===== src/rtl/wf_pending_tracker_pkg.sv =====
// Shared sizing for the wavefront pending tracker.
package wf_pending_tracker_pkg;
  localparam int WF_PER_CU       = 40;
  localparam int WF_ID_LENGTH    = 6;
  localparam int ALU_CNT_W       = 2;
  localparam int LSU_CNT_W       = 4;
  localparam int ALU_MAX_PENDING = (1 << ALU_CNT_W) - 1;
  localparam int LSU_MAX_PENDING = (1 << LSU_CNT_W) - 1;
endpackage


===== src/rtl/decoder_6b_40b_en.sv =====
// 6-bit id to 40-bit one-hot, gated by enable. Ids 40..63 decode to zero.
module decoder_6b_40b_en (
  input  logic [5:0]  addr_in,
  input  logic        en,
  output logic [39:0] out
);
  // one-hot decode; out-of-range ids match no bit
  always_comb begin
    out = '0;
    for (int i = 0; i < 40; i++)
      out[i] = en && (addr_in == 6'(i));
  end
endmodule


===== src/rtl/wf_pending_tracker_counter.sv =====
// Saturating up/down pending counter for one wavefront slot and one unit.
module wf_pending_counter #(
  parameter int W = 2
) (
  input  logic clk,
  input  logic rst,
  input  logic inc,
  input  logic dec,
  input  logic clr,
  output logic room,
  output logic zero,
  output logic ovf,
  output logic unf
);
  localparam logic [W-1:0] MAX = '1;

  logic [W-1:0] cnt;

  assign room = (cnt != MAX);
  assign zero = (cnt == '0);
  // error pulses only for a lone inc/dec that cannot move the count;
  // a clear swallows the event silently
  assign ovf  = inc & ~dec & ~clr & ~room;
  assign unf  = dec & ~inc & ~clr & zero;

  // clear beats inc/dec; inc+dec together cancel; saturate at both ends
  always_ff @(posedge clk) begin
    if (rst || clr)
      cnt <= '0;
    else if (inc && !dec && room)
      cnt <= cnt + 1'b1;
    else if (dec && !inc && !zero)
      cnt <= cnt - 1'b1;
  end
endmodule


===== src/rtl/wf_pending_tracker.sv =====
// Per-wavefront outstanding-instruction tracker feeding issue readiness.
// All outputs decode registered state only.
module wf_pending_tracker
  import wf_pending_tracker_pkg::*;
#(
  parameter int WF_N  = WF_PER_CU,
  parameter int ID_W  = WF_ID_LENGTH,
  parameter int ALU_W = ALU_CNT_W,
  parameter int LSU_W = LSU_CNT_W
) (
  input  logic            clk,
  input  logic            rst,
  input  logic            issued_valid,
  input  logic [ID_W-1:0] issued_wfid,
  input  logic            issued_lsu,
  input  logic            alu_retire_valid,
  input  logic [ID_W-1:0] alu_retire_wfid,
  input  logic            lsu_retire_valid,
  input  logic [ID_W-1:0] lsu_retire_wfid,
  input  logic            wf_clear_valid,
  input  logic [ID_W-1:0] wf_clear_wfid,
  output logic [WF_N-1:0] alu_room,
  output logic [WF_N-1:0] lsu_room,
  output logic [WF_N-1:0] wf_drained,
  output logic            overflow_err,
  output logic            underflow_err
);
  logic [WF_N-1:0] iss_oh, alu_ret_oh, lsu_ret_oh, clr_oh;
  logic [WF_N-1:0] alu_inc, lsu_inc;
  logic [WF_N-1:0] alu_zero, lsu_zero;
  logic [WF_N-1:0] alu_ovf, lsu_ovf, alu_unf, lsu_unf;

  decoder_6b_40b_en u_dec_iss  (.addr_in(issued_wfid),     .en(issued_valid),     .out(iss_oh));
  decoder_6b_40b_en u_dec_aret (.addr_in(alu_retire_wfid), .en(alu_retire_valid), .out(alu_ret_oh));
  decoder_6b_40b_en u_dec_lret (.addr_in(lsu_retire_wfid), .en(lsu_retire_valid), .out(lsu_ret_oh));
  decoder_6b_40b_en u_dec_clr  (.addr_in(wf_clear_wfid),   .en(wf_clear_valid),   .out(clr_oh));

  // steer the single issue port to one unit group
  assign alu_inc = issued_lsu ? '0 : iss_oh;
  assign lsu_inc = issued_lsu ? iss_oh : '0;

  wf_pending_counter #(.W(ALU_W)) u_alu_cnt [WF_N-1:0] (
    .clk(clk), .rst(rst), .inc(alu_inc), .dec(alu_ret_oh), .clr(clr_oh),
    .room(alu_room), .zero(alu_zero), .ovf(alu_ovf), .unf(alu_unf)
  );

  wf_pending_counter #(.W(LSU_W)) u_lsu_cnt [WF_N-1:0] (
    .clk(clk), .rst(rst), .inc(lsu_inc), .dec(lsu_ret_oh), .clr(clr_oh),
    .room(lsu_room), .zero(lsu_zero), .ovf(lsu_ovf), .unf(lsu_unf)
  );

  assign wf_drained = alu_zero & lsu_zero;

  // sticky error flags, cleared only by reset
  always_ff @(posedge clk) begin
    if (rst) begin
      overflow_err  <= 1'b0;
      underflow_err <= 1'b0;
    end else begin
      overflow_err  <= overflow_err  | (|alu_ovf) | (|lsu_ovf);
      underflow_err <= underflow_err | (|alu_unf) | (|lsu_unf);
    end
  end
endmodule

===== config.mk =====
export PLATFORM = sky130hd
export DESIGN_NAME = wf_pending_tracker
export DESIGN_NICKNAME = d
export VERILOG_FILES = /design/src/rtl/wf_pending_tracker_pkg.sv /design/src/rtl/decoder_6b_40b_en.sv /design/src/rtl/wf_pending_tracker_counter.sv /design/src/rtl/wf_pending_tracker.sv
export SDC_FILE = /design/constraint.sdc
export NUM_CORES = 1
export LEC_CHECK = 0
export ABC_AREA = 1
export CAP_MARGIN = 5
export CELL_PAD_IN_SITES_DETAIL_PLACEMENT = 1
export CELL_PAD_IN_SITES_GLOBAL_PLACEMENT = 1
export CORE_MARGIN = 8
export CORE_UTILIZATION = 43
export CTS_BUF_LIST = sky130_fd_sc_hd__clkbuf_4
export DETAILED_ROUTE_END_ITERATION = 10
export GPL_TIMING_DRIVEN = 0
export PLACE_DENSITY_LB_ADDON = 0.12
export SETUP_SLACK_MARGIN = 0.2
export SYNTH_ARGS = -nofsm -noshare
export SYNTH_HDL_FRONTEND = slang
export SYNTH_SLANG_ARGS = --single-unit

===== constraint.sdc =====
create_clock -name clk -period 6.7 [get_ports clk]
set_input_delay 2.01 -clock clk [delete_from_list [all_inputs] [get_ports clk]]
set_output_delay 2.01 -clock clk [all_outputs]
set_load 0.05 [all_outputs]

* Word level (Yosys, flattened, before mapping)
Cells that the tools add are included.
W data, S select, Z words.
** Operators by class
- $add $sub $neg :: 160
- Multipliers :: 0
- Divide/modulo/power cells :: 0
- Order comparisons :: 0
- Eq/ne operators :: 236
- Shift operators :: 0
- Muxes and demuxes :: 162
- Bitwise operators :: 765
- Reduce and logical (&&, ||, !) cells :: 928
** Operators with widths (number)
- $and A1 B1 Y1 :: 480
- $logic_and A1 B1 Y1 :: 480
- $eq A6 B5 Y1 const B :: 64
- $mux W4 :: 80
- $not A1 Y1 :: 280
- $logic_not A1 Y1 :: 240
- $eq A6 B4 Y1 const B :: 32
- $eq A6 B6 Y1 const B :: 32
- $add A4 B1 Y4 const B :: 40
- $logic_not A4 Y1 :: 40
- $mux W2 :: 80
- $ne A4 B4 Y1 const B :: 40
- $reduce_bool A2 Y1 :: 80
- $reduce_or A40 Y1 :: 4
- $sub A4 B1 Y4 const B :: 40
- $eq A6 B3 Y1 const B :: 16
- $add A2 B1 Y2 const B :: 40
- $logic_not A2 Y1 :: 40
- $mux W40 :: 2
- $ne A2 B2 Y1 const B :: 40
- $sub A2 B1 Y2 const B :: 40
- $eq A6 B2 Y1 const B :: 8
- $and A40 B40 Y40 :: 1
- $logic_or A1 B1 Y1 :: 40
- other kinds (3) :: 12
** Storage, ports and cells
- Flip-flop bits (word level) :: 242
- Bits in latches :: 0
- Bits in writable memories :: 0
- Bits in read-only memories :: 0
- Word-level logic and storage cells :: 2333
- Memories :: 0

* Logic depth before layout (Yosys ltp)
- Depth in word-level cells :: 10
- Depth in mapped cells :: 17
- Mapped depth without buffers :: 17

* Modules after synthesis
A second synthesis with hierarchy kept.
** Second synthesis, totals
- Cells, all modules :: 3710
- Area, all modules :: 23198.5 µm²
** By module, submodules not included
- wf_pending_counter at u_lsu_cnt[0] ... :: times used 34, cells an instance 51, area an instance 349.1 µm²
- wf_pending_counter at u_alu_cnt[0] ... :: times used 40, cells an instance 24, area an instance 156.4 µm²
- wf_pending_counter at u_lsu_cnt[4] ... :: times used 6, cells an instance 50, area an instance 355.3 µm²
- wf_pending_tracker :: times used 1, cells an instance 408, area an instance 1590.3 µm²
- decoder_6b_40b_en :: times used 4, cells an instance 77, area an instance 337.8 µm²

* Worst setup path before layout
Ideal clock, no wire load.
- Kind :: input-to-reg
- Start :: in issued_wfid[4]
- End :: reg u_lsu_cnt[0].cnt[3]
- Library setup time :: 0.122 ns
- Data arrival time :: 3.932 ns
- Data required time :: 6.578 ns
- Path slack :: 2.646 ns
- Stages :: 15
- Path buffers :: 1
- Path through :: inv_1 > nand3_2 > buf_2 > nor2_1 > nand2_1 > nor2_1 > nand2_1 > ha_1 > and3_1 > a211oi_1 > inv_1 > o21ai_0 > o21ai_0 > o21ai_0 > a21oi_1
** Between the ends
- Longest elaborated chain between the ends :: 7
- Elaborated cells between the ends (all ways) :: 10
** Ends and longest elaborated chain
- start, declared :: RTL line wf_pending_tracker.sv:14 : input logic [ID_W-1:0] issued_wfid,
- $logic_not A6 Y1 (*) :: RTL line decoder_6b_40b_en.sv:11 : out[i] = en && (addr_in == 6'(i));
- $logic_and A1 B1 Y1 (*) :: RTL line decoder_6b_40b_en.sv:11
- $mux W40 (*) :: RTL line wf_pending_tracker.sv:40 : assign lsu_inc = issued_lsu ? iss_oh : '0;
- $logic_not A1 Y1 :: RTL line wf_pending_tracker_counter.sv:32 : else if (dec && !inc && !zero)
- $logic_and A1 B1 Y1 (2 in series) :: RTL line wf_pending_tracker_counter.sv:32
- $reduce_bool A2 Y1 (no source line)
- end signal, assigned :: RTL line wf_pending_tracker_counter.sv:31 : cnt <= cnt + 1'b1;
- end signal, assigned :: RTL line wf_pending_tracker_counter.sv:33 : cnt <= cnt - 1'b1;
- end, declared :: RTL line wf_pending_tracker_counter.sv:17 : logic [W-1:0] cnt;
Every way passes the cells marked *; elsewhere a longest branch is shown, timed or not.
A chain may end at the register's enable or synchronous reset.

* Worst setup path in the final report
- Start :: reg u_lsu_cnt[27].cnt[0]
- End :: out wf_drained[27]
** Between the ends
- Longest elaborated chain between the ends :: 2
** Ends and longest elaborated chain
- start, declared :: RTL line wf_pending_tracker_counter.sv:17
- start signal, assigned :: RTL line wf_pending_tracker_counter.sv:31
- start signal, assigned :: RTL line wf_pending_tracker_counter.sv:33
- $logic_not A4 Y1 :: RTL line wf_pending_tracker_counter.sv:20 : assign zero = (cnt == '0);
- $and A40 B40 Y40 :: RTL line wf_pending_tracker.sv:52 : assign wf_drained = alu_zero & lsu_zero;
- end, declared :: RTL line wf_pending_tracker.sv:24 : output logic [WF_N-1:0] wf_drained,
No other way between the ends.

==> results.sh <==
export IMPL_status="completed"
export IMPL_worstMarginPinSlew_ps=1150
export IMPL_start_util_pct=43.1
export IMPL_cp_endpoint="wf_drained[27]"
export IMPL_worst_hold_path_type="reg -> reg"
export IMPL_synth_xor_area_share_pct=3.85
export IMPL_fin_setup_tns_ps=0
export IMPL_yosysSeqAreaShare_pct=25.6
export IMPL_clock_sinks=242
export IMPL_crit_arrival_ps=3090
export IMPL_drive_gt1_share_pct=8.35
export IMPL_path_buf_inv=3
export IMPL_dp_cells=3723
export IMPL_slew_viol_final=0
export IMPL_dp_hpwl_mm=60.8
export IMPL_die_w_um=226
export IMPL_utilization_pct=50.3
export IMPL_cts_buffer_depth=3
export IMPL_synthCells=2980
export IMPL_power_density_nw_per_um2=147
export IMPL_grt_usage_pct=29.4
export IMPL_instances_no_fill=3851
export IMPL_required_ps=4690
export IMPL_worstRegToRegCells=10
export IMPL_rr_endpoint="u_lsu_cnt[0].cnt[3]"
export IMPL_post_route_period_util_pct=76.2
export IMPL_die_height_um=226
export IMPL_top_level_ports=153
export IMPL_routed_wl_mm=75.6
export IMPL_ys_types=41
export IMPL_ir_worst_vdd_v=0.0000926
export IMPL_rrSetupSlack_ps=4240
export IMPL_cp_end_kind="output port"
export IMPL_max_cap_violations=0
export IMPL_layout_commonest_cell="nand2_1"
export IMPL_ys_warn_count=0
export IMPL_startpoint_type="register"
export IMPL_ctsHtreeMaxLevel=3
export IMPL_power_leakage_nw=9.64
export IMPL_crit_family="buffers and inverters"
export IMPL_synth_simple_gate_area_share_pct=36.8
export IMPL_grt_first_pass_wirelength_mm=118
export IMPL_fin_nets=3359
export IMPL_grt_antenna_before_repair=2
export IMPL_crit_type="reg -> out"
export IMPL_vias=21300
export IMPL_r2r_start="u_lsu_cnt[0].cnt[0]"
export IMPL_drc_errors=0
export IMPL_cp_depth=6
export IMPL_synth_edf_count=0
export IMPL_vias_per_cell=5.54
export IMPL_insertion_delay_ps=830
export IMPL_setup_violations=0
export IMPL_layout_common_cells="717 x nand2_1, 592 x nor2_1, 296 x inv_1, 242 x dfxtp_1, 165 x o21ai_0"
export IMPL_synth_top_family_by_area="simple AND/OR/NAND/NOR gates"
export IMPL_synth_flop_cell="dfxtp_1"
export IMPL_holdWs_ps=486
export IMPL_grt_pass1_vias=21800
export IMPL_syn2layout_area_growth_pct=16.7
export IMPL_maxSlewHeadroom_pct=23.6
export IMPL_ys_ff_latch=242
export IMPL_crit_fanout=4
export IMPL_ant_nets=0
export IMPL_startpoint="u_lsu_cnt[27].cnt[0]"
export IMPL_synth_nets=3131
export IMPL_numCtsBuffers=75
export IMPL_place_congestion=0.987
export IMPL_synth_avg_cell_area_um2=6.34
export IMPL_cts_root_buf="clkbuf_4"
export IMPL_drtIter0Drc=1320
export IMPL_overflow=0
export IMPL_io_buffer_count=151
export IMPL_grt_max_degree=11
export IMPL_finClkSkew_ps=48.1
export IMPL_async_flop_share_pct=0
export IMPL_hold_buffers=0
export IMPL_drt_first_pass_iters=5
export IMPL_slowest_delay_ps=920
export IMPL_rsz0062_at_grt="false"
export IMPL_core_um2=43800
export IMPL_cts_resized=0
export IMPL_cts_setup_buffers=0
export IMPL_muxShareOfSynthArea_pct=0
export IMPL_synth_compound_area_share_pct=14.3
export IMPL_path_cells="inv_1 > nand2_1 > nor3_1 > inv_1 > nor3_1 > clkdlybuf4s50_1"
export IMPL_wl_per_cell_um=19.6
export IMPL_row_count=77
export IMPL_yosys_area_share_adder_pct=9.54
export IMPL_clk_pin_slew_worst_paths_ps=70
export IMPL_cpMaxStageDelayCell="clkdlybuf4s50_1"
export IMPL_syn_area_um2=18900
export IMPL_finalHoldViolations=0
export IMPL_die_area_um2=50900
export IMPL_cts_tree="yes"
export IMPL_fmax_mhz=196
export IMPL_fill_cells=6032
export IMPL_min_period_ps=5100
per-stage QoR:
step	power (mW)	instance area (um2)	setup WS, ps
final	3.24	22100	1600
after global routing	3.38	22100	1440
after CTS	3.28	22000	1570
after detailed placement	1.77	21100	1290
after global placement	1.76	21100	1380
after floorplan	1.64	18900	2650
logic make-up (layout without fill, tap and decap cells):
group | after synthesis | in the layout
flops | 242 | 242
fa+ha+maj | 120 | 120
other cells | 0 | 3
xor+xnor | 83 | 83
simple gates | 1666 | 1666
buf+inv | 407 | 683
compound gates | 462 | 462
final cells by class:
type,count,area (um2),area share (%)
clock buffer,115,863,3.91
timing repair buffer,151,1510,6.85
antenna,3,7.51,0.0340
clock inverter,10,38.8,0.176
inverter,303,1140,5.16
multi-input combinational,2331,12200,55.3
buffer,104,724,3.28
sequential,242,4840,22.0
tap,592,741,3.36
cell usage after synthesis, types with 59 or more instances:
library cell    n  area (um2)
ha_1           80        1000
nor2_1        592        2220
xnor2_1        59         517
a21oi_1       140         701
a211oi_1      109         818
nand2_1       717        2690
nand3_1       151         756
o21ai_0       165         826
inv_1         296        1110
dfxtp_1       242        4840
nand4_1        81         507
buf_4          83         623
routing by layer:
layer | routed length (um) | vias to the layer above | global-route usage [%]
met1 | 32000 | 10300 | 35.6
met5 | 0 | - | 0
met4 | 3330 | 0 | 13.1
li1 | - | 10200 | -
met2 | 35200 | 695 | 49.1
met3 | 5140 | 181 | 6.99
worst min-delay path by stage:
stage / from / endpoint / slack, ps / cells past startpoint
2_1_floorplan: u_lsu_cnt[31].cnt[3] / u_lsu_cnt[31].cnt[3] / 440 / 1
6_report: u_lsu_cnt[31].cnt[3] / u_lsu_cnt[31].cnt[3] / 490 / 1
3_5_place_dp: u_alu_cnt[12].cnt[0] / u_alu_cnt[12].cnt[0] / 470 / 1
4_1_cts: u_lsu_cnt[31].cnt[3] / u_lsu_cnt[31].cnt[3] / 480 / 1
5_1_grt: u_alu_cnt[28].cnt[0] / u_alu_cnt[28].cnt[0] / 500 / 1
3_3_place_gp: u_lsu_cnt[31].cnt[3] / u_lsu_cnt[31].cnt[3] / 450 / 1
report_power, final:
group,internal [mW],total [mW],switching [mW]
Combinational,0.0735,0.291,0.218
Sequential,1.44,1.45,0.00803
Clock,0.770,1.50,0.725
sequential cells by signal, indices dropped and copies added (netlist names):
name	cells
overflow_err	1
u_alu_cnt.cnt	80
u_lsu_cnt.cnt	160
underflow_err	1
Power figures use the tool's default switching activity.
